### config.mk
export PLATFORM = sky130hd
export DESIGN_NAME = mux16_serializer_flat
export DESIGN_NICKNAME = d
export VERILOG_FILES = /design/src/rtl/mux16_serializer_if.sv /design/src/rtl/mux16_serializer.sv /design/src/flat_wrapper.sv
export SDC_FILE = /design/constraint.sdc
export NUM_CORES = 1
export LEC_CHECK = 0
export BUFFER_PORTS_ARGS = -buffer_cell sky130_fd_sc_hd__buf_2
export CAP_MARGIN = 20
export CORE_UTILIZATION = 48
export CTS_BUF_LIST = sky130_fd_sc_hd__clkbuf_2 sky130_fd_sc_hd__clkbuf_4 sky130_fd_sc_hd__clkbuf_8
export CTS_CLUSTER_DIAMETER = 100
export DETAILED_ROUTE_END_ITERATION = 8
export GPL_ROUTABILITY_DRIVEN = 0
export PLACE_DENSITY = 0.77
export SYNTH_ARGS = -nofsm -noshare
export SYNTH_HDL_FRONTEND = slang
export SYNTH_SLANG_ARGS = --single-unit
### constraint.sdc
create_clock -name clk -period 1.7 [get_ports clk]
set_input_delay 0.34 -clock clk [delete_from_list [all_inputs] [get_ports clk]]
set_output_delay 0.34 -clock clk [all_outputs]
set_load 0.01 [all_outputs]
### src/rtl/mux16_serializer_if.sv
// Word-in / bit-out handshake bundle for the 16:1 mux serializer.
interface mux16_serializer_if;
    logic [15:0] in_data;
    logic        in_valid;
    logic        in_ready;
    logic        ser_out;
    logic        ser_valid;
    logic        ser_last;

    modport master (
        output in_data, in_valid,
        input  in_ready, ser_out, ser_valid, ser_last
    );

    modport slave (
        input  in_data, in_valid,
        output in_ready, ser_out, ser_valid, ser_last
    );
endinterface

### src/rtl/mux16_serializer.sv
// Latches a 16-bit word onto an external 16:1 mux and walks its select,
// emitting the mux output as a framed serial stream (valid/last strobes).
module mux16_serializer #(
    parameter int BIT_CYCLES = 1,
    parameter bit MSB_FIRST  = 1'b0
) (
    input  logic                clk,
    input  logic                rst_n,
    mux16_serializer_if.slave   bus,
    input  logic                flush,
    output logic [15:0]         mux_in,
    output logic [3:0]          mux_sel,
    input  logic                mux_out,
    output logic                busy
);

    typedef enum logic {IDLE, SHIFT} state_t;

    localparam logic [3:0] SEL_START = MSB_FIRST ? 4'd15 : 4'd0;
    localparam logic [7:0] DIV_LAST  = 8'(BIT_CYCLES - 1);

    state_t      state_q, state_d;
    logic [15:0] word_q, word_d;
    logic [3:0]  sel_q, sel_d;
    logic [3:0]  bit_cnt_q, bit_cnt_d;
    logic [7:0]  div_cnt_q, div_cnt_d;
    logic        ser_out_q, ser_out_d;
    logic        ser_valid_q, ser_valid_d;
    logic        ser_last_q, ser_last_d;

    function automatic logic [3:0] step_sel(input logic [3:0] s);
        return MSB_FIRST ? s - 4'd1 : s + 4'd1;
    endfunction

    always_ff @(posedge clk or negedge rst_n) begin
        if (!rst_n) begin
            state_q     <= IDLE;
            word_q      <= '0;
            sel_q       <= SEL_START;
            bit_cnt_q   <= '0;
            div_cnt_q   <= '0;
            ser_out_q   <= 1'b0;
            ser_valid_q <= 1'b0;
            ser_last_q  <= 1'b0;
        end else begin
            state_q     <= state_d;
            word_q      <= word_d;
            sel_q       <= sel_d;
            bit_cnt_q   <= bit_cnt_d;
            div_cnt_q   <= div_cnt_d;
            ser_out_q   <= ser_out_d;
            ser_valid_q <= ser_valid_d;
            ser_last_q  <= ser_last_d;
        end
    end

    always_comb begin
        state_d     = state_q;
        word_d      = word_q;
        sel_d       = sel_q;
        bit_cnt_d   = bit_cnt_q;
        div_cnt_d   = div_cnt_q;
        ser_out_d   = ser_out_q;
        ser_valid_d = 1'b0;
        ser_last_d  = 1'b0;
        case (state_q)
            IDLE: begin
                // flush wins over a simultaneous handshake
                if (!flush && bus.in_valid) begin
                    word_d    = bus.in_data;
                    sel_d     = SEL_START;
                    bit_cnt_d = '0;
                    div_cnt_d = '0;
                    state_d   = SHIFT;
                end
            end
            SHIFT: begin
                if (flush) begin
                    state_d   = IDLE;
                    sel_d     = SEL_START;
                    bit_cnt_d = '0;
                    div_cnt_d = '0;
                end else if (div_cnt_q == DIV_LAST) begin
                    ser_out_d   = mux_out;
                    ser_valid_d = 1'b1;
                    ser_last_d  = (bit_cnt_q == 4'd15);
                    div_cnt_d   = '0;
                    bit_cnt_d   = bit_cnt_q + 4'd1;
                    sel_d       = step_sel(sel_q);
                    if (bit_cnt_q == 4'd15) begin
                        state_d = IDLE;
                        sel_d   = SEL_START;
                    end
                end else begin
                    div_cnt_d = div_cnt_q + 8'd1;
                end
            end
            default: state_d = IDLE;
        endcase
    end

    assign mux_in        = word_q;
    assign mux_sel       = sel_q;
    assign busy          = (state_q == SHIFT);
    assign bus.in_ready  = (state_q == IDLE);
    assign bus.ser_out   = ser_out_q;
    assign bus.ser_valid = ser_valid_q;
    assign bus.ser_last  = ser_last_q;

endmodule
### src/flat_wrapper.sv
// flat-port wrapper written by rule: the top's interface ports become plain ports
module mux16_serializer_flat 
#(
    parameter int BIT_CYCLES = 1,
    parameter bit MSB_FIRST  = 1'b0
)
  (clk, rst_n, flush, mux_in, mux_sel, mux_out, busy, bus_in_data, bus_in_valid, bus_in_ready, bus_ser_out, bus_ser_valid, bus_ser_last);
  mux16_serializer_if bus_i ();
  input  logic clk;
  input  logic rst_n;
  input  logic flush;
  output logic [15:0] mux_in;
  output logic [3:0] mux_sel;
  input  logic mux_out;
  output logic busy;
  input wire logic [$bits(bus_i.in_data)-1:0] bus_in_data;
  input wire logic [$bits(bus_i.in_valid)-1:0] bus_in_valid;
  output wire logic [$bits(bus_i.in_ready)-1:0] bus_in_ready;
  output wire logic [$bits(bus_i.ser_out)-1:0] bus_ser_out;
  output wire logic [$bits(bus_i.ser_valid)-1:0] bus_ser_valid;
  output wire logic [$bits(bus_i.ser_last)-1:0] bus_ser_last;
  assign bus_i.in_data = bus_in_data;
  assign bus_i.in_valid = bus_in_valid;
  assign bus_in_ready = bus_i.in_ready;
  assign bus_ser_out = bus_i.ser_out;
  assign bus_ser_valid = bus_i.ser_valid;
  assign bus_ser_last = bus_i.ser_last;
  mux16_serializer #(.BIT_CYCLES(BIT_CYCLES), .MSB_FIRST(MSB_FIRST)) u_core (.clk(clk), .rst_n(rst_n), .bus(bus_i), .flush(flush), .mux_in(mux_in), .mux_sel(mux_sel), .mux_out(mux_out), .busy(busy));
endmodule
==> metrics.txt, run 1 <==
# TYPE chip_impl_metric gauge
chip_impl_info{name="outcome",value="finished with violations"} 1
chip_impl_info{name="failed_checks",value="negative setup slack"} 1
chip_impl_metric{name="cts_inserted_buffers",unit=""} 5
chip_impl_metric{name="vias",unit=""} 1338
chip_impl_metric{name="placementRows",unit=""} 20
chip_impl_metric{name="antenna_found_initial",unit=""} 0
chip_impl_metric{name="mapped_cell_area",unit="um2"} 1650
chip_impl_info{name="hold_path_class",value="in2async"} 1
chip_impl_metric{name="layout.cell_area.non_filler",unit="um2"} 2150
chip_impl_metric{name="flip_flop_and_latch_count_after_synthesis",unit=""} 36
chip_impl_metric{name="antenna_cells_inserted",unit=""} 0
chip_impl_metric{name="grt_pass1_wl",unit="mm"} 5.43
chip_impl_metric{name="num-fill-cells",unit=""} 253
chip_impl_metric{name="synthCells",unit=""} 138
chip_impl_metric{name="drt_first_iter_violations",unit=""} 63
chip_impl_info{name="timing.critical_path.cells",value="inv_2 -> ha_4 -> nor4b_4 -> a21o_4 -> nand2_4 -> a221o_1"} 1
chip_impl_info{name="timing.setup.critical_path_class",value="reg2reg"} 1
chip_impl_info{name="ys_top_cells_by_area",value="sky130_fd_sc_hd__dfrtp_1 54%, sky130_fd_sc_hd__mux2_2 11%, sky130_fd_sc_hd__o21ai_0 3.3%"} 1
chip_impl_metric{name="cts.sink_count",unit=""} 36
chip_impl_metric{name="maxClockFrequency",unit="GHz"} 0.580
chip_impl_metric{name="finalCriticalPeriod",unit="ps"} 1720
chip_impl_metric{name="tightestPinTransition",unit="ps"} 573
chip_impl_info{name="cp-start-kind",value="flop"} 1
chip_impl_metric{name="fp.dieH",unit="um"} 60.7
chip_impl_info{name="worst_setup_path_end_kind",value="flop"} 1
chip_impl_metric{name="place.port_buffers",unit=""} 45
chip_impl_metric{name="critical-path-max-stage-delay",unit="ps"} 410
chip_impl_metric{name="vdd.ir_drop.worst",unit="uV"} 506
chip_impl_metric{name="ys_async_rst_share",unit="%"} 100
chip_impl_metric{name="global_route.overflow_total",unit=""} 0
chip_impl_metric{name="worst_slew_margin_rel",unit="%"} 61.6
chip_impl_metric{name="path_max_fanout",unit=""} 4
chip_impl_info{name="tritoncts_clock_tree",value="done"} 1
chip_impl_metric{name="setup_viol_count_final",unit=""} 2
chip_impl_info{name="ys.flop_type",value="sky130_fd_sc_hd__dfrtp_1"} 1
chip_impl_metric{name="post_drt_via_cell_ratio",unit=""} 5.48
chip_impl_metric{name="drt_drc_violations_left",unit=""} 0
chip_impl_metric{name="area_growth_syn_to_layout",unit="%"} 29.7
chip_impl_metric{name="power-per-cell-area",unit="nW/um2"} 971
chip_impl_metric{name="worst_ep_required_time",unit="ps"} 1930
chip_impl_metric{name="grt_pass1_vias",unit=""} 1255
chip_impl_metric{name="synth.net_count",unit=""} 163
chip_impl_info{name="critPathSlowestCell",value="sky130_fd_sc_hd__dfrtp_1"} 1
chip_impl_metric{name="timing_hold_violations_final",unit=""} 0
chip_impl_metric{name="htree_levels",unit=""} 2
chip_impl_metric{name="place_ws",unit="ps"} -54.6
chip_impl_metric{name="area_of_the_placeable_core",unit="um2"} 3150
chip_impl_metric{name="die_area",unit="um2"} 3680
chip_impl_metric{name="layout.area.seq",unit="um2"} 901
chip_impl_metric{name="fin_ws",unit="ps"} -24.1
chip_impl_info{name="critical_path.startpoint",value="u_core.div_cnt_q[0]"} 1
chip_impl_metric{name="multiInputGateArea",unit="um2"} 764
chip_impl_metric{name="total_nets_final",unit=""} 224
chip_impl_info{name="path_delay_family",value="compound AO/OA/AOI/OAI gates"} 1
chip_impl_metric{name="grt_max_degree",unit=""} 37
chip_impl_metric{name="dr.pass1.iters",unit=""} 4
chip_impl_metric{name="per_instance_average_area_after_synthesis",unit="um2"} 12.0
chip_impl_metric{name="cp.arrival",unit="ps"} 1960
chip_impl_metric{name="max_cap_violations",unit=""} 0
chip_impl_metric{name="path_buf_inv",unit=""} 1
chip_impl_metric{name="drt_wl_cell",unit="um"} 15.4
chip_impl_metric{name="synth.lib_cells_used.distinct",unit=""} 38
chip_impl_metric{name="yosysWarningCount",unit=""} 0
chip_impl_metric{name="synth.yosys.seq_area_share",unit="%"} 54.5
chip_impl_metric{name="final_min_period_over_clock_period",unit="%"} 101
chip_impl_metric{name="ioPinCount",unit=""} 46
chip_impl_info{name="most_frequent_cells_after_synthesis",value="36 x sky130_fd_sc_hd__dfrtp_1, 16 x sky130_fd_sc_hd__mux2_2, 12 x sky130_fd_sc_hd__nand2_1, 11 x sky130_fd_sc_hd__o21ai_0, 7 x sky130_fd_sc_hd__nand3_1"} 1
chip_impl_metric{name="synth_edf_count",unit=""} 0
chip_impl_info{name="worst_r2r_startpoint",value="u_core.div_cnt_q[0]"} 1
chip_impl_metric{name="drive_gt1_share",unit="%"} 50.5
chip_impl_metric{name="cts_buffer_depth",unit=""} 2
chip_impl_metric{name="postRouteWirelength",unit="mm"} 3.75
chip_impl_metric{name="placedInstanceArea",unit="um2"} 1950
chip_impl_metric{name="p_leak",unit="nW"} 1.04
chip_impl_info{name="synth_top_area_cell",value="sky130_fd_sc_hd__dfrtp_1"} 1
chip_impl_metric{name="start_util",unit="%"} 52.5
chip_impl_metric{name="setup_clock_skew_after_layout",unit="ps"} 10.3
chip_impl_metric{name="insertion_delay",unit="ps"} 350
chip_impl_metric{name="remaining_antenna_violation_count_after_routing",unit=""} 0
chip_impl_info{name="post-synth-top-count-cell",value="sky130_fd_sc_hd__dfrtp_1"} 1
chip_impl_metric{name="synth_top_area_share",unit="%"} 54.5
chip_impl_metric{name="whs",unit="ps"} 2.90
chip_impl_info{name="cts_root_buffer",value="sky130_fd_sc_hd__clkbuf_4"} 1
chip_impl_metric{name="die_x",unit="um"} 60.7
chip_impl_metric{name="timing.final.max_slew_violations",unit=""} 0
chip_impl_metric{name="grt_use_total",unit="%"} 20.8
chip_impl_info{name="setup_repair_after_global_routing_missed_its_margin",value="true"} 1
chip_impl_metric{name="cts.clk_slew.worst_paths",unit="ps"} 110
chip_impl_metric{name="detailedPlacementHpwl",unit="mm"} 2.51
## worst paths after layout
path | depth (start not counted) | end | slack [ps]
setup / recovery | 6 | u_core.bit_cnt_q[3] | -20
hold / removal | 2 | u_core.bus.ser_last | 3
setup reg to reg | 6 | u_core.bit_cnt_q[3] | -20
hold reg to reg | 2 | u_core.bus.ser_out | 490
max in group asynchronous | 2 | u_core.bit_cnt_q[3] | 1360
min in group clk | 3 | u_core.bus.ser_out | 160
## flip-flops by register name, summed over array words and instances, names as in the netlist
signal	flops
u_core.bus.ser_last	1
u_core.bus.ser_out	1
u_core.bus.ser_valid	1
u_core.div_cnt_q	8
u_core.busy	1
u_core.bit_cnt_q	4
u_core.mux_in	16
u_core.mux_sel	4
## through the flow
stage          std cells  power, mW  utilization, %  TNS [ps]
6_report             244       2.08            68.1     -28.8
5_1_grt              244       2.18            68.1      -287
4_1_cts              240       2.09            65.8         0
3_5_place_dp         229       1.42            61.8     -90.9
3_3_place_gp         229       1.40            61.8         0
2_1_floorplan        138       1.23               -         0
## power by group
| group | internal (mW) | leakage (nW) | switching [mW] |
|---|---|---|---|
| Sequential | 0.960 | 0.462 | 0.0565 |
| Clock | 0.390 | 0.0515 | 0.288 |
| Combinational | 0.191 | 0.528 | 0.199 |
## cell type report
cell class                      instances  share of cell area (%)
Clock buffer                            7                    3.03
Clock inverter                          1                    1.40
Inverter                                4                   0.700
Multi-Input combinational cell         95                    35.6
Sequential cell                        36                    42.0
Tap cell                               44                    2.57
Timing Repair Buffer                   57                    14.7
## timing repair
action | CTS | global route
gates resized for setup | 1 | 10
setup endpoints to repair | 5 | 9
buffers inserted | 3 | 3
pin swaps | 1 | 5
hold buffers | 0 | 0
cloned | 0 | 1
## kinds of logic (layout without fill, tap and decap cells)
| family | count (synthesis) | after routing | synth area share (%) |
|---|---|---|---|
| simple gates | 42 | 42 | 15.1 |
| buf+inv | 8 | 69 | 2.80 |
| fa+ha+maj | 4 | 4 | 3.03 |
| xor+xnor | 2 | 2 | 1.06 |
| flops | 36 | 36 | 54.5 |
| mux | 16 | 16 | 10.9 |
| compound gates | 30 | 31 | 12.6 |
## per-layer routing
metal	wire, um	global-route usage (%)	vias to the layer above
met3	224	6.82	8
met4	52	10.1	0
met2	1930	33.4	54
met1	1540	25.4	654
met5	0	0	-
li1	-	-	622
## placed cells by master (no fill, tap or decap), types with 2 or more instances in the layout
master                     netlist  layout
sky130_fd_sc_hd__buf_2           1      45
sky130_fd_sc_hd__dfrtp_1        36      36
sky130_fd_sc_hd__mux2_2         16      16
sky130_fd_sc_hd__nand2_1        12      12
sky130_fd_sc_hd__buf_4           0      12
sky130_fd_sc_hd__o21ai_0        11      11
sky130_fd_sc_hd__nand3_1         7       5
sky130_fd_sc_hd__clkbuf_4        0       5
sky130_fd_sc_hd__and3_1          4       4
sky130_fd_sc_hd__inv_2           0       3
sky130_fd_sc_hd__nor2_1          3       3
sky130_fd_sc_hd__nor3_1          3       3
sky130_fd_sc_hd__ha_1            4       3
sky130_fd_sc_hd__nand3_2         0       2
sky130_fd_sc_hd__a41oi_1         2       2
sky130_fd_sc_hd__a31oi_1         2       2
sky130_fd_sc_hd__xnor2_1         2       2
sky130_fd_sc_hd__and2_1          2       2
sky130_fd_sc_hd__a211oi_1        2       2
sky130_fd_sc_hd__o31ai_2         1       2
sky130_fd_sc_hd__o21ai_1         2       2
sky130_fd_sc_hd__a21o_1          2       2
sky130_fd_sc_hd__clkbuf_8        0       2
Note: power is estimated with default switching activity, not from simulation.
==> run 2: changes to the inputs <==
- GPL_TIMING_DRIVEN: not set -> 0
==> metrics.txt, run 2 (same netlist as run 1, synthesis figures left out) <==
# TYPE chip_impl_metric gauge
chip_impl_metric{name="area_growth_syn_to_layout",unit="%"} 29.3
chip_impl_info{name="hold_path_class",value="in2async"} 1
chip_impl_metric{name="area_of_the_placeable_core",unit="um2"} 3150
chip_impl_metric{name="cp.arrival",unit="ps"} 1900
chip_impl_metric{name="grt_pass1_vias",unit=""} 1206
chip_impl_metric{name="grt_pass1_wl",unit="mm"} 5.53
chip_impl_metric{name="power-per-cell-area",unit="nW/um2"} 937
chip_impl_metric{name="detailedPlacementHpwl",unit="mm"} 2.45
chip_impl_metric{name="vdd.ir_drop.worst",unit="uV"} 640
chip_impl_metric{name="vias",unit=""} 1324
chip_impl_metric{name="worst_ep_required_time",unit="ps"} 1940
chip_impl_metric{name="placementRows",unit=""} 20
chip_impl_metric{name="max_cap_violations",unit=""} 0
chip_impl_metric{name="drt_first_iter_violations",unit=""} 68
chip_impl_metric{name="timing_hold_violations_final",unit=""} 0
chip_impl_metric{name="htree_levels",unit=""} 2
chip_impl_metric{name="postRouteWirelength",unit="mm"} 3.46
chip_impl_info{name="commonest_cells_after_routing_fill_and_taps_aside",value="47 x sky130_fd_sc_hd__buf_2, 36 x sky130_fd_sc_hd__dfrtp_1, 16 x sky130_fd_sc_hd__mux2_2"} 1
chip_impl_info{name="cts_root_buffer",value="sky130_fd_sc_hd__clkbuf_4"} 1
chip_impl_info{name="outcome",value="finished, final reports clean"} 1
chip_impl_info{name="setup_repair_after_global_routing_missed_its_margin",value="true"} 1
chip_impl_metric{name="place.port_buffers",unit=""} 45
chip_impl_metric{name="finalCriticalPeriod",unit="ps"} 1660
chip_impl_metric{name="total_nets_final",unit=""} 224
chip_impl_metric{name="tightestPinTransition",unit="ps"} 783
chip_impl_info{name="worst_setup_path_end_kind",value="flop"} 1
chip_impl_metric{name="grt_use_total",unit="%"} 20.9
chip_impl_metric{name="flip_flop_count_of_the_largest_register_all_copies_and_words_added",unit=""} 16
chip_impl_metric{name="postCtsHoldBufs",unit=""} 0
chip_impl_info{name="timing.setup.critical_path_class",value="reg2reg"} 1
chip_impl_metric{name="whs",unit="ps"} 63.6
chip_impl_metric{name="path_max_fanout",unit=""} 4
chip_impl_metric{name="setup_viol_count_final",unit=""} 0
chip_impl_info{name="tritoncts_clock_tree",value="done"} 1
chip_impl_metric{name="global_route.overflow_total",unit=""} 0
chip_impl_info{name="cp-start-kind",value="flop"} 1
chip_impl_metric{name="final_min_period_over_clock_period",unit="%"} 97.8
chip_impl_metric{name="post_drt_via_cell_ratio",unit=""} 5.43
chip_impl_metric{name="timing.final.max_slew_violations",unit=""} 0
chip_impl_metric{name="die_x",unit="um"} 60.7
chip_impl_info{name="most_common_cell_after_layout_fill_and_taps_aside",value="sky130_fd_sc_hd__buf_2"} 1
chip_impl_metric{name="start_util",unit="%"} 52.5
chip_impl_metric{name="p_leak",unit="nW"} 1.03
chip_impl_metric{name="dr.pass1.iters",unit=""} 5
chip_impl_metric{name="insertion_delay",unit="ps"} 340
chip_impl_metric{name="cts_buffer_depth",unit=""} 2
chip_impl_metric{name="antenna_cells_inserted",unit=""} 0
chip_impl_metric{name="antenna_found_initial",unit=""} 0
chip_impl_metric{name="worst_slew_margin_rel",unit="%"} 47.8
chip_impl_metric{name="cts_inserted_buffers",unit=""} 5
chip_impl_metric{name="cts.clk_slew.worst_paths",unit="ps"} 110
chip_impl_metric{name="drt_wl_cell",unit="um"} 14.2
chip_impl_metric{name="grt_max_degree",unit=""} 37
chip_impl_metric{name="maxClockFrequency",unit="GHz"} 0.601
chip_impl_metric{name="die_area",unit="um2"} 3680
chip_impl_metric{name="remaining_antenna_violation_count_after_routing",unit=""} 0
chip_impl_metric{name="drive_gt1_share",unit="%"} 50.0
chip_impl_metric{name="num-fill-cells",unit=""} 253
chip_impl_metric{name="ioPinCount",unit=""} 46
chip_impl_metric{name="setup_total_negative_slack",unit="ps"} 0
chip_impl_metric{name="drt_drc_violations_left",unit=""} 0
chip_impl_metric{name="setup_clock_skew_after_layout",unit="ps"} 6.35
chip_impl_metric{name="fp.dieH",unit="um"} 60.7
chip_impl_metric{name="cts.sink_count",unit=""} 36
chip_impl_metric{name="fin_total_pwr",unit="mW"} 2.00
run 2: worst paths after layout:
kind | end | cells past startpoint | startpoint | slack (ps)
worst max-delay path | u_core.div_cnt_q[7] | 7 | u_core.div_cnt_q[1] | 40
worst min-delay path | u_core.mux_sel[1] | 1 | rst_n | 60
worst max register to register | u_core.div_cnt_q[7] | 7 | u_core.div_cnt_q[1] | 40
worst min register to register | u_core.bus.ser_out | 2 | u_core.bus.ser_out | 500
max in group asynchronous | u_core.mux_in[12] | 1 | rst_n | 1130
min in group clk | u_core.bus.ser_out | 3 | mux_out | 210
run 2: what timing repair did:
item | CTS | global route
cloned | 0 | 1
setup buffers | 3 | 5
hold endpoints to repair | 0 | 0
resized for setup | 0 | 14
endpoints found under the setup margin | 4 | 24
pin swaps | 1 | 11
run 2: through the flow:
step	cells	cell area [um2]	utilization, %	setup WS, ps
floorplan	138	1650	-	147
detailed placement	227	1930	61.3	-110
finish	244	2140	67.8	36.8
CTS	238	2040	64.6	3.02
global route	244	2140	67.8	-75.5
global placement	227	1930	61.3	-28.9
run 2: final cells by class:
cell class	instances	area, um2	area share, %
sequential	36	901	42.1
multi-input combinational	94	762	35.6
timing repair buffer	54	294	13.8
tap	44	55.1	2.57
clock buffer	6	45.0	2.11
clock inverter	2	35.0	1.64
buffer	4	31.3	1.46
inverter	4	15.0	0.702
run 2: critical path, cell delays in order, from the launching register on:
cell	delay, ps
sky130_fd_sc_hd__dfrtp_1	420
sky130_fd_sc_hd__inv_1	80
sky130_fd_sc_hd__ha_2	160
sky130_fd_sc_hd__nor4b_4	290
sky130_fd_sc_hd__a21oi_2	140
sky130_fd_sc_hd__buf_4	170
sky130_fd_sc_hd__a21o_1	170
sky130_fd_sc_hd__a21o_1	140
run 2: power by group:
part | internal, mW | switching [mW]
clock | 0.324 | 0.282
sequential | 0.960 | 0.0618
combinational | 0.183 | 0.193
run 2: metal layers:
| metal | wire [um] | share of wire, % | global-route usage (%) |
|---|---|---|---|
| met1 | 1470 | 42 | 25.6 |
| met2 | 1770 | 51 | 35.6 |
| met5 | 0 | 0 | 0 |
| met4 | 48 | 1.4 | 8.77 |
| met3 | 175 | 5.1 | 4.48 |
==> run 3: changes to the inputs <==
- PLACE_DENSITY: 0.77 -> 0.84
==> metrics.txt, run 3 (same netlist as run 1, synthesis figures left out) <==
# TYPE chip_impl_metric gauge
chip_impl_metric{name="worst_slew_margin_rel",unit="%"} 49.4
chip_impl_info{name="cts_root_buffer",value="sky130_fd_sc_hd__clkbuf_4"} 1
chip_impl_info{name="hold_path_class",value="in2async"} 1
chip_impl_metric{name="placementRows",unit=""} 20
chip_impl_metric{name="tightestPinTransition",unit="ps"} 759
chip_impl_metric{name="instances_no_fill",unit=""} 244
chip_impl_metric{name="reg2reg_slack",unit="ps"} 40
chip_impl_info{name="setup_repair_after_global_routing_missed_its_margin",value="true"} 1
chip_impl_metric{name="drive_gt1_share",unit="%"} 48.5
chip_impl_metric{name="timing_hold_violations_final",unit=""} 0
chip_impl_metric{name="grt_use_total",unit="%"} 21.7
chip_impl_metric{name="drt_first_iter_violations",unit=""} 71
chip_impl_metric{name="insertion_delay",unit="ps"} 350
chip_impl_metric{name="timing.final.max_slew_violations",unit=""} 0
chip_impl_metric{name="detailedPlacementHpwl",unit="mm"} 2.56
chip_impl_metric{name="cp.arrival",unit="ps"} 1880
chip_impl_metric{name="fp.dieH",unit="um"} 60.7
chip_impl_metric{name="fin_total_pwr",unit="mW"} 2.01
chip_impl_metric{name="worst_ep_required_time",unit="ps"} 1930
chip_impl_metric{name="finalCriticalPeriod",unit="ps"} 1660
chip_impl_metric{name="place_ws",unit="ps"} -114
chip_impl_info{name="cp-start-kind",value="flop"} 1
chip_impl_metric{name="cts.sink_count",unit=""} 36
chip_impl_metric{name="p_leak",unit="nW"} 1.03
chip_impl_metric{name="drt_wl_cell",unit="um"} 14.9
chip_impl_metric{name="final_min_period_over_clock_period",unit="%"} 97.6
chip_impl_metric{name="post_drt_via_cell_ratio",unit=""} 5.51
chip_impl_metric{name="cts.clk_slew.worst_paths",unit="ps"} 110
chip_impl_metric{name="maxClockFrequency",unit="GHz"} 0.603
chip_impl_metric{name="setup_viol_count_final",unit=""} 0
chip_impl_metric{name="vdd.ir_drop.worst",unit="uV"} 584
chip_impl_info{name="crit-reg2reg-capture",value="u_core.mux_sel[3]"} 1
chip_impl_metric{name="grt_pass1_wl",unit="mm"} 5.67
chip_impl_metric{name="die_x",unit="um"} 60.7
chip_impl_info{name="timing.setup.critical_path_class",value="reg2reg"} 1
chip_impl_metric{name="vias",unit=""} 1344
chip_impl_metric{name="power-per-cell-area",unit="nW/um2"} 951
chip_impl_metric{name="antenna_cells_inserted",unit=""} 0
chip_impl_metric{name="dr.pass1.iters",unit=""} 4
chip_impl_metric{name="postRouteWirelength",unit="mm"} 3.64
chip_impl_metric{name="placedCellCount",unit=""} 227
chip_impl_metric{name="drt_drc_violations_left",unit=""} 0
chip_impl_info{name="worst_setup_path_end_kind",value="flop"} 1
chip_impl_metric{name="htree_levels",unit=""} 2
chip_impl_metric{name="path_max_fanout",unit=""} 7
chip_impl_info{name="worst_r2r_startpoint",value="u_core.div_cnt_q[0]"} 1
chip_impl_metric{name="grt_max_degree",unit=""} 37
chip_impl_metric{name="ff2ff_path_depth",unit=""} 7
chip_impl_metric{name="fin_ws",unit="ps"} 41.3
chip_impl_metric{name="layout.cell_area.non_filler",unit="um2"} 2110
chip_impl_info{name="outcome",value="finished, final reports clean"} 1
chip_impl_metric{name="setup_total_negative_slack",unit="ps"} 0
chip_impl_metric{name="cts_buffer_depth",unit=""} 2
chip_impl_metric{name="total_nets_final",unit=""} 224
chip_impl_metric{name="remaining_antenna_violation_count_after_routing",unit=""} 0
chip_impl_info{name="critical_path.startpoint",value="u_core.div_cnt_q[0]"} 1
chip_impl_metric{name="ioPinCount",unit=""} 46
chip_impl_metric{name="area_of_the_placeable_core",unit="um2"} 3150
chip_impl_metric{name="flip_flop_count_of_the_largest_register_all_copies_and_words_added",unit=""} 16
chip_impl_info{name="commonest_cells_after_routing_fill_and_taps_aside",value="46 x sky130_fd_sc_hd__buf_2, 36 x sky130_fd_sc_hd__dfrtp_1, 16 x sky130_fd_sc_hd__mux2_2"} 1
chip_impl_metric{name="area_growth_syn_to_layout",unit="%"} 27.7
chip_impl_metric{name="layout.area.seq",unit="um2"} 901
chip_impl_metric{name="cts_inserted_buffers",unit=""} 5
chip_impl_metric{name="multiInputGateArea",unit="um2"} 737
chip_impl_metric{name="num-fill-cells",unit=""} 265
chip_impl_info{name="most_common_cell_after_layout_fill_and_taps_aside",value="sky130_fd_sc_hd__buf_2"} 1
chip_impl_metric{name="antenna_found_initial",unit=""} 0
chip_impl_metric{name="grt_pass1_vias",unit=""} 1287
chip_impl_metric{name="whs",unit="ps"} 46.8
chip_impl_metric{name="start_util",unit="%"} 52.5
chip_impl_metric{name="placedInstanceArea",unit="um2"} 1930
chip_impl_metric{name="die_area",unit="um2"} 3680
chip_impl_metric{name="max_cap_violations",unit=""} 0
chip_impl_metric{name="global_route.overflow_total",unit=""} 0
chip_impl_metric{name="layout.core_utilization",unit="%"} 67.0
chip_impl_metric{name="place.port_buffers",unit=""} 45
chip_impl_metric{name="setup_clock_skew_after_layout",unit="ps"} 10.2
chip_impl_info{name="tritoncts_clock_tree",value="done"} 1
run 3: area by class of cell:
| type | instances | share of cell area [%] |
|---|---|---|
| Buffer | 4 | 1.48 |
| Clock buffer | 6 | 2.13 |
| Clock inverter | 2 | 1.66 |
| Inverter | 4 | 0.711 |
| Multi-Input combinational cell | 94 | 34.9 |
| Sequential cell | 36 | 42.7 |
| Tap cell | 44 | 2.61 |
| Timing Repair Buffer | 54 | 13.9 |
run 3: how the worst max path moves through the flow:
stage                                endpoint  slack, ps  depth (start not counted)
after CTS                         u_core.busy         -6                          6
after floorplan           u_core.bit_cnt_q[3]        150                          6
after detailed placement    u_core.mux_in[13]       -110                          5
after global routing      u_core.div_cnt_q[2]        -40                          8
after global placement      u_core.mux_in[11]        -30                          5
final                       u_core.mux_sel[3]         40                          7
run 3: power by group:
group | leakage, nW | total [mW] | switching, mW | internal, mW
Clock | 0.0456 | 0.608 | 0.284 | 0.324
Combinational | 0.521 | 0.380 | 0.196 | 0.184
Sequential | 0.462 | 1.02 | 0.0613 | 0.960
run 3: what timing repair did:
action / 4_1_cts / 5_1_grt
pin swaps: 2 / 5
buffers inserted: 3 / 6
hold endpoints to repair: 0 / 0
gates resized for setup: 1 / 6
endpoints found under the setup margin: 4 / 12
hold buffers: 0 / 0
run 3: critical path, stage by stage, from the launching register on:
cell and delay [ps]:
sky130_fd_sc_hd__dfrtp_1 400, sky130_fd_sc_hd__inv_1 60, sky130_fd_sc_hd__ha_2 160, sky130_fd_sc_hd__nor4b_4 300, sky130_fd_sc_hd__a21oi_2 110, sky130_fd_sc_hd__buf_6 160
sky130_fd_sc_hd__o31ai_2 240, sky130_fd_sc_hd__o31ai_1 100
run 3: layer usage:
layer	routed length (um)	global-route usage (%)
met5	0	0
met4	62	9.74
met3	212	6.40
met2	1890	37.0
met1	1480	25.4
